===== src/rtl/noc_pkg.sv =====
// Shared NoC types: port encoding, flit format and per-VC state.
package noc_pkg;

    localparam int PORT_NUM  = 5;
    localparam int PORT_W    = $clog2(PORT_NUM);
    localparam int VC_ID_W   = 1;
    localparam int PAYLOAD_W = 16;

    typedef logic [PORT_W-1:0] port_t;

    typedef enum logic [1:0] {
        HEAD     = 2'd0,
        BODY     = 2'd1,
        TAIL     = 2'd2,
        HEADTAIL = 2'd3
    } flit_label_t;

    typedef struct packed {
        flit_label_t          flit_label;
        logic [VC_ID_W-1:0]   vc_id;
        port_t                out_port;   // lookahead route, valid on head flits
        logic [PAYLOAD_W-1:0] payload;
    } flit_t;

    typedef enum logic {
        VC_IDLE   = 1'b0,
        VC_ACTIVE = 1'b1
    } vc_state_t;

    function automatic logic is_head(input flit_label_t label);
        return (label == HEAD) || (label == HEADTAIL);
    endfunction

    function automatic logic is_tail(input flit_label_t label);
        return (label == TAIL) || (label == HEADTAIL);
    endfunction

endpackage


===== src/rtl/input_port_unit_circular_buffer.sv =====
// Circular FIFO of flits with a combinational front and full/empty flags.
module circular_buffer
    import noc_pkg::*;
#(
    parameter int BUFFER_SIZE = 8
) (
    input  logic  clk,
    input  logic  rst,
    input  flit_t data_i,
    input  logic  write_i,
    input  logic  read_i,
    output flit_t data_o,
    output logic  is_full_o,
    output logic  is_empty_o
);

    localparam int PTR_W = $clog2(BUFFER_SIZE);
    localparam int CNT_W = $clog2(BUFFER_SIZE + 1);

    flit_t            mem [BUFFER_SIZE];
    logic [PTR_W-1:0] rd_ptr;
    logic [PTR_W-1:0] wr_ptr;
    logic [CNT_W-1:0] count;
    logic             do_write;
    logic             do_read;

    assign is_full_o  = (count == CNT_W'(BUFFER_SIZE));
    assign is_empty_o = (count == '0);
    assign do_write   = write_i && !is_full_o;
    assign do_read    = read_i && !is_empty_o;
    assign data_o     = mem[rd_ptr];

    // Flit storage; contents are meaningless until written, so no reset.
    always_ff @(posedge clk) begin
        if (do_write) begin
            mem[wr_ptr] <= data_i;
        end
    end

    // Pointers wrap naturally; a write and read together keep the count.
    always_ff @(posedge clk) begin
        if (!rst) begin
            rd_ptr <= '0;
            wr_ptr <= '0;
            count  <= '0;
        end else begin
            if (do_write) begin
                wr_ptr <= wr_ptr + PTR_W'(1);
            end
            if (do_read) begin
                rd_ptr <= rd_ptr + PTR_W'(1);
            end
            case ({do_write, do_read})
                2'b10:   count <= count + CNT_W'(1);
                2'b01:   count <= count - CNT_W'(1);
                default: count <= count;
            endcase
        end
    end

endmodule


===== src/rtl/input_port_unit.sv =====
// Router input port: per-VC flit buffers, per-VC packet FSM, switch-allocation
// requests and a registered crossbar output with upstream credit pulses.
module input_port_unit
    import noc_pkg::*;
#(
    parameter int VC_NUM      = 2,
    parameter int BUFFER_SIZE = 8
) (
    input  logic                clk,
    input  logic                rst,
    input  flit_t               data_i,
    input  logic                valid_i,
    output logic [VC_NUM-1:0]   credit_o,
    output logic [VC_NUM-1:0]   request_o,
    output port_t [VC_NUM-1:0]  out_port_o,
    input  logic [VC_NUM-1:0]   grant_i,
    input  logic [PORT_NUM-1:0] out_ready_i,
    output flit_t               xb_flit_o,
    output logic                xb_valid_o,
    output port_t               xb_port_o,
    output logic                error_o
);

    localparam int VC_IDX_W = (VC_NUM > 1) ? $clog2(VC_NUM) : 1;

    flit_t             front [VC_NUM];
    logic [VC_NUM-1:0] full;
    logic [VC_NUM-1:0] empty;
    logic [VC_NUM-1:0] write_en;
    logic [VC_NUM-1:0] read_en;
    logic [VC_NUM-1:0] discard;
    logic [VC_NUM-1:0] pop_gnt;
    vc_state_t         state [VC_NUM];
    port_t             port_q [VC_NUM];

    logic [(2**PORT_W)-1:0] ready_ext;
    logic                   write_drop;
    logic                   gnt_any;
    logic                   gnt_multi;
    logic                   gnt_ok;
    logic                   gnt_bad;
    logic [VC_IDX_W-1:0]    gnt_sel;

    // Zero-extend so any encodable latched port indexes a defined bit.
    assign ready_ext = (2**PORT_W)'(out_ready_i);

    for (genvar g = 0; g < VC_NUM; g++) begin : g_vc
        circular_buffer #(
            .BUFFER_SIZE(BUFFER_SIZE)
        ) u_buf (
            .clk       (clk),
            .rst       (rst),
            .data_i    (data_i),
            .write_i   (write_en[g]),
            .read_i    (read_en[g]),
            .data_o    (front[g]),
            .is_full_o (full[g]),
            .is_empty_o(empty[g])
        );
    end

    // Requests and latched ports come from registered state and out_ready_i only.
    always_comb begin
        request_o = '0;
        for (int unsigned v = 0; v < VC_NUM; v++) begin
            out_port_o[v] = port_q[v];
            request_o[v]  = (state[v] == VC_ACTIVE) && !empty[v] && ready_ext[port_q[v]];
        end
    end

    // Pick the lowest grant bit; extra bits or a grant without request are errors.
    always_comb begin
        gnt_any   = 1'b0;
        gnt_multi = 1'b0;
        gnt_sel   = '0;
        for (int unsigned v = 0; v < VC_NUM; v++) begin
            if (grant_i[v]) begin
                if (gnt_any) begin
                    gnt_multi = 1'b1;
                end else begin
                    gnt_any = 1'b1;
                    gnt_sel = VC_IDX_W'(v);
                end
            end
        end
        gnt_ok  = gnt_any && request_o[gnt_sel];
        gnt_bad = gnt_multi || (gnt_any && !request_o[gnt_sel]);
    end

    // Buffer write/read strobes: full is judged before any same-edge pop.
    always_comb begin
        write_en   = '0;
        read_en    = '0;
        discard    = '0;
        pop_gnt    = '0;
        write_drop = 1'b0;
        for (int unsigned v = 0; v < VC_NUM; v++) begin
            if (valid_i && (data_i.vc_id == VC_ID_W'(v))) begin
                if (full[v]) begin
                    write_drop = 1'b1;
                end else begin
                    write_en[v] = 1'b1;
                end
            end
            discard[v] = (state[v] == VC_IDLE) && !empty[v] && !is_head(front[v].flit_label);
            pop_gnt[v] = gnt_ok && (gnt_sel == VC_IDX_W'(v));
            read_en[v] = discard[v] || pop_gnt[v];
        end
    end

    // Per-VC packet FSMs, port latches, crossbar output register and error flag.
    always_ff @(posedge clk) begin
        if (!rst) begin
            for (int unsigned v = 0; v < VC_NUM; v++) begin
                state[v]  <= VC_IDLE;
                port_q[v] <= '0;
            end
            credit_o   <= '0;
            xb_valid_o <= 1'b0;
            xb_flit_o  <= '0;
            xb_port_o  <= '0;
            error_o    <= 1'b0;
        end else begin
            for (int unsigned v = 0; v < VC_NUM; v++) begin
                case (state[v])
                    VC_IDLE: begin
                        if (!empty[v] && is_head(front[v].flit_label)) begin
                            state[v]  <= VC_ACTIVE;
                            port_q[v] <= front[v].out_port;
                        end
                    end
                    VC_ACTIVE: begin
                        if (pop_gnt[v] && is_tail(front[v].flit_label)) begin
                            state[v] <= VC_IDLE;
                        end
                    end
                    default: state[v] <= VC_IDLE;
                endcase
            end

            credit_o   <= '0;
            xb_valid_o <= gnt_ok;
            if (gnt_ok) begin
                credit_o[gnt_sel] <= 1'b1;
                xb_flit_o         <= front[gnt_sel];
                xb_port_o         <= port_q[gnt_sel];
            end

            if (write_drop || (|discard) || gnt_bad) begin
                error_o <= 1'b1;
            end
        end
    end

endmodule

===== config.mk =====
export PLATFORM = sky130hd
export DESIGN_NAME = input_port_unit
export DESIGN_NICKNAME = d
export VERILOG_FILES = /design/src/rtl/noc_pkg.sv /design/src/rtl/input_port_unit_circular_buffer.sv /design/src/rtl/input_port_unit.sv
export SDC_FILE = /design/constraint.sdc
export NUM_CORES = 1
export LEC_CHECK = 0
export ABC_AREA = 1
export CORE_MARGIN = 3
export CORE_UTILIZATION = 45
export DETAILED_ROUTE_END_ITERATION = 7
export SKIP_CTS_REPAIR_TIMING = 1
export SYNTH_ARGS = -nofsm -noshare
export SYNTH_HDL_FRONTEND = slang
export SYNTH_SLANG_ARGS = --single-unit

===== constraint.sdc =====
create_clock -name clk -period 2.65 [get_ports clk]
set_clock_uncertainty 0.1 [all_clocks]
set_input_delay 0.795 -clock clk [delete_from_list [all_inputs] [get_ports clk]]
set_output_delay 0.795 -clock clk [all_outputs]
set_load 0.05 [all_outputs]

=== Word-level counts from Yosys, hierarchy flattened ===
Memories as Yosys holds them, arrays and structs flattened. A register that Yosys moved wholly into a read port is not among the register bits.
Cells that the tools add are included.

* Output and inout bits: 37
* Flip-flop bits (word level): 46
* Word-level logic and storage cells: 157
* RAM bits: 360
* Memories kept: 4

{| class="wikitable"
|+ Memories
! name !! words !! width !! read ports !! clocked after memory_dff !! wr ports !! line !! source
|-
| g_vc[0].u_buf.mem || 8 || 22 || 1 || 1 || 1 || input_port_unit_circular_buffer.sv:20 || <nowiki>flit_t mem [BUFFER_SIZE];</nowiki>
|-
| g_vc[1].u_buf.mem || 8 || 22 || 1 || 1 || 1 || input_port_unit_circular_buffer.sv:20 ||
|-
| port_q || 2 || 3 || 3 || 1 || 2 || input_port_unit.sv:34 || <nowiki>port_t port_q [VC_NUM];</nowiki>
|-
| state || 2 || 1 || 2 || 0 || 2 || input_port_unit.sv:33 || <nowiki>vc_state_t state [VC_NUM];</nowiki>
|}

* Mux-type cells: 58
* Bitwise gates (word level): 11
* Reduce and logical (&&, ||, !) cells: 48
* $add $sub $neg: 8
* Order comparisons: 5
* Equal/unequal tests: 10

{| class="wikitable"
|+ Operator list
! cell !! count
|-
| 2-to-1 mux 22 bit || 3
|-
| 2-to-1 mux 1 bit || 44
|-
| logical AND 1 bit || 23
|-
| 2-to-1 mux 3 bit || 6
|-
| case mux 4 bit (2 select lines) || 2
|-
| adder 3 x 1 -> 3 bit (second input constant) || 4
|-
| == test 2 bit (second input constant) || 6
|-
| logical OR 1 bit || 9
|-
| adder 4 x 1 -> 4 bit (second input constant) || 2
|-
| == test 4 bit (second input constant) || 2
|-
| logical NOT 1 bit || 8
|-
| logical NOT 4 bit || 2
|-
| < comparator 3 x 4 -> 1 bit (second input constant) || 2
|-
| subtractor 4 x 1 -> 4 bit (second input constant) || 2
|-
| binary-select mux 1 bit (select 3 bit) || 2
|-
| bitwise OR 1 bit || 6
|-
| == test 2 x 1 -> 1 bit (second input constant) || 2
|-
| logical NOT 2 bit || 2
|-
| inverter 1 bit || 4
|-
| nonzero test 2 bit || 2
|-
| >= comparator 2 bit (second input constant) || 1
|-
| < comparator 1 x 2 -> 1 bit (second input constant) || 1
|-
| inverter 1 -> 2 bit || 1
|-
| AND reduction 2 bit || 1
|-
| 3 further kinds || 3
|}

=== Depth between registers and ports, before layout ===
* Depth in word-level cells: 14
* Depth in mapped cells: 18
* Gate-level depth less buffers: 16

=== By module ===
Synthesis repeated with hierarchy kept, for this count alone.

* Cell total of the unflattened synthesis: 1481
* Area, all modules: 17426.7 sq um

{| class="wikitable"
|+ Modules (own cells, without submodules)
! module !! instances !! area each (sq um) !! seq. area each (sq um) !! cells an instance
|-
| circular_buffer || 2 || 7566.0 || 5545.3 || 591
|-
| input_port_unit || 1 || 2294.7 || 810.8 || 299
|}

=== Worst setup path before layout ===
Ideal clock, no wire load.

* Kind: reg2reg
* From: register with a tool-made name
* To: register g_vc[1].u_buf.count[2]
* Slack: -0.238 ns
* Required time: 2.435 ns
* Cell stages (with the launch flop): 18
* Clock period less this slack: 2.888 ns
* Arrival time: 2.673 ns
* Cell sequence: dfxtp_1 > buf_6 > buf_6 > buf_2 > nand2_1 > nand3_1 > nand3_1 > and2_1 > ha_1 > nand3b_1 > nand2_1 > ha_1 > xor2_1 > ha_1 > a21oi_1 > xnor2_1 > o21ai_0 > inv_1

{| class="wikitable"
|+ RTL lines
! what !! line !! source
|-
| to (signal assigned) || input_port_unit_circular_buffer.sv:54 || <nowiki>2'b10: count <= count + CNT_W'(1);</nowiki>
|-
| to (signal assigned) || input_port_unit_circular_buffer.sv:55 || <nowiki>2'b01: count <= count - CNT_W'(1);</nowiki>
|-
| to (signal assigned) || input_port_unit_circular_buffer.sv:56 || <nowiki>default: count <= count;</nowiki>
|-
| to (decl) || input_port_unit_circular_buffer.sv:23 || <nowiki>logic [CNT_W-1:0] count;</nowiki>
|}

=== Final worst setup path ===
* From: input port out_ready_i[4]
* To: output port request_o[0]

* Cells in the longest elaborated chain, start to end: 3

{| class="wikitable"
|+ RTL lines
! what !! line !! source
|-
| from (decl) || input_port_unit.sv:17 || <nowiki>input logic [PORT_NUM-1:0] out_ready_i,</nowiki>
|-
| binary-select mux 1 bit (select 3 bit) || input_port_unit.sv:67 || <nowiki>request_o[v] = (state[v] == VC_ACTIVE) && !empty[v] && ready_ext[port_q[v]];</nowiki>
|-
| 2-to-1 mux 1 bit (implied by the code) || input_port_unit.sv:67 ||
|-
| logical AND 1 bit || input_port_unit.sv:67 ||
|-
| to (decl) || input_port_unit.sv:14 || <nowiki>output logic [VC_NUM-1:0] request_o,</nowiki>
|}

No other way between the ends. The select of a mux whose other input is x is not followed.

==> flow_metrics.tcl <==
set metrics [dict create \
    ir_drop_mv 0.5743 \
    area_delta_synth_final_pct 20.98 \
    grt_start_max_net_pins 81 \
    clk_latency_ps 580 \
    grt_setup_unrepaired "yes" \
    stdcell_count 2464 \
    drc_errors 0 \
    period_needed_ps 2729 \
    finalCritPeriodShare_pct 103.0 \
    cp_slowest_cell "clkdlybuf4s50_1" \
    ys_types 25 \
    cts.sinks 415 \
    hp-start "xb_flit_o[19]$_SDFFE_PN0N_" \
    ys_seq_elements 415 \
    vias_per_cell 5.126 \
    min_path_cells 2 \
    htreeDepth 2 \
    rr_endpoint "g_vc[0].u_buf.count[2]$_SDFFE_PN0P_" \
    hold-worst-slack_ps 378.5 \
    final_layout_size_suffix_gt1_share_pct 13.05 \
    worstSetupEndpointType "primary output" \
    die_y_um 205.0 \
    ys_seq_area_share_pct 66.81 \
    antenna_found_initial 0 \
    cp-start-kind "input pin" \
    gr-total-overflow 0 \
    hold_path_class "register to register" \
    fp.dieW_um 205.0 \
    p_leak_nw 9.217 \
    maxSlewHeadroom_pct 41.67 \
    worstPathRequired_ps 1760 \
    grt_pass1_vias 12152 \
    cts_buffer_depth 3 \
    yosys.area_share.adder_pct 0.9834 \
    cap_violations 0 \
    final-setup-viol-count 1 \
    p_per_area_mw_per_mm2 903.5 \
    dp_cells 2373 \
    drt_iter0_markers 1026 \
    start_util_pct 45.77 \
    io_pins 69 \
    synth_edf_count 359 \
    synthArstFlopShare_pct 0 \
    setup_slack_ps -78.56 \
    outcome "finished with violations" \
    worstMarginPinSlew_ps 874.9 \
    vias 12630 \
    ys.flop_type "edfxtp_1" \
    fin_setup_tns_ps -78.56 \
    syn_area_sq_mm 0.01781 \
    layout_commonest_cell "nand2_1" \
    rrSetupSlack_ps 40 \
    synth_nets 1819 \
    synth_top_family_by_area "simple AND/OR/NAND/NOR gates" \
    hpwl_mm 27.95 \
    cpPeakStageDelay_ps 480 \
    place_area_sq_mm 0.01971 \
    core_sq_mm 0.03892 \
    final-hold-violation-count 0 \
    postSynthAreaPerCell_sq_um 10.05 \
    gp_congestion 0.8411 \
    mostFrequentLayoutCells "535 x nand2_1, 359 x edfxtp_1, 300 x nand3_1" \
    path_clk_slew_ps 50 \
    crit_chain "clkdlybuf4s50_1, nand4_1, nand2_2, buf_6, nand2_4, inv_4, buf_12" \
    clockRootBuffer "clkbuf_16" \
    cts_tree "done" \
    wirelength_mm 44.73 \
    max_freq_mhz 366.5 \
    wl_per_cell_um 18.15 \
    top_layer "met4" \
    yosysWarnings 0 \
    drv_slew 0 \
    grt_use_total_pct 21.35 \
    worstSetupStartpoint "out_ready_i[4]" \
    final_area_sq_mm 0.02155 \
    cp.arrival_ps 1830 \
    dr.pass1.iters 7 \
    nNetsFinal 1957 \
    m1WireLength_mm 20.49 \
    r2r_cells 15 \
    portBuffers 68 \
    synthSimpleGateAreaFrac_pct 22.38 \
    synth_mux_area_share_pct 0 \
    placementRows 72 \
    synth_compound_area_share_pct 1.868 \
    fp.dieArea_sq_mm 0.04201 \
    ant_nets 0 \
    n_antenna_cell 0 \
    synth_xor_area_share_pct 0.2950 \
    cts-buffers-inserted 44 \
    p_total_mw 19.47 \
    crit_fanout 2 \
    synth_cells 1773 \
    route.met2.wl_mm 20.80 \
    wl_met3_mm 2.420 \
    grt_first_pass_wirelength_mm 68.79 \
    holdPathEnd "xb_flit_o[19]$_SDFFE_PN0N_" \
    critPathKind "input pin to primary output" \
    violations "negative setup slack" \
]
-- synthesized netlist by cell type, types with 9 or more instances --
cell | count | share of area, %
nor2_1 | 71 | 1.5
clkbuf_1 | 25 | 0.53
inv_1 | 234 | 4.9
nand2_1 | 553 | 12
buf_6 | 9 | 0.57
buf_4 | 9 | 0.38
ha_1 | 14 | 0.98
buf_2 | 36 | 1.0
nand3_1 | 313 | 8.8
dfxtp_1 | 56 | 6.3
edfxtp_1 | 359 | 61
o21ai_0 | 18 | 0.51
a21oi_1 | 43 | 1.2
-- flip-flops by register name, indices dropped and copies added (netlist names), named ones only --
signal,count
error_o,1
port_q,6
g_vc.u_buf.mem,352
state,2
g_vc.u_buf.rd_ptr,6
xb_flit_o,22
credit_o,2
g_vc.u_buf.wr_ptr,6
xb_valid_o,1
xb_port_o,3
g_vc.u_buf.count,8
-- routing by layer --
layer,vias up,track usage [%]
met2,320,34.08
li1,6116,-
met5,-,0
met4,0,6.468
met3,70,3.019
met1,6124,30.59
-- cells by family (layout without fill, tap and decap cells) --
group,Yosys count,in the layout
adders and majority gates,14,14
AOI/OAI and AO/OA,65,65
DFF,415,415
and+or+nand+nor,949,949
buffers and inverters,324,497
xor gates and xnor gates,6,6
-- worst max-delay path, delay by kind of cell --
kind,cells,cell delay (ps)
AND/OR/NAND/NOR,3,260
buffers and inverters,4,760
-- final cells by class --
class	count	area, sq um
multi-input combinational	1034	4853
clock buffer	51	1127
clock inverter	30	320.3
timing repair buffer	177	1782
inverter	239	907.1
sequential	415	11910
fill	3417	17370
tap	518	648.1
-- worst max-delay path by stage --
stage,endpoint,slack [ps],cells past startpoint
5_1_grt,request_o[0],-180,10
3_5_place_dp,g_vc[0].u_buf.count[3]$_SDFFE_PN0P_,-390,16
3_3_place_gp,g_vc[0].u_buf.count[2]$_SDFFE_PN0P_,-360,16
4_1_cts,request_o[0],-300,11
6_report,request_o[0],-80,7
2_1_floorplan,g_vc[0].u_buf.mem[0][0]$_DFFE_PP_,-80,6
-- power breakdown --
group          internal [mW]  switching (mW)  leakage (nW)
clock                   3.64            2.52         0.695
combinational           2.00            3.57          4.81
sequential              7.49           0.244          3.71
-- stage by stage --
step,util [%],setup slack (ps)
3_5_place_dp,50.66,-387.3
2_1_floorplan,-,-81.51
5_1_grt,55.38,-184.1
3_3_place_gp,50.66,-358.0
6_report,55.38,-78.56
4_1_cts,54.38,-300.2
Power figures use the tool's default switching activity.
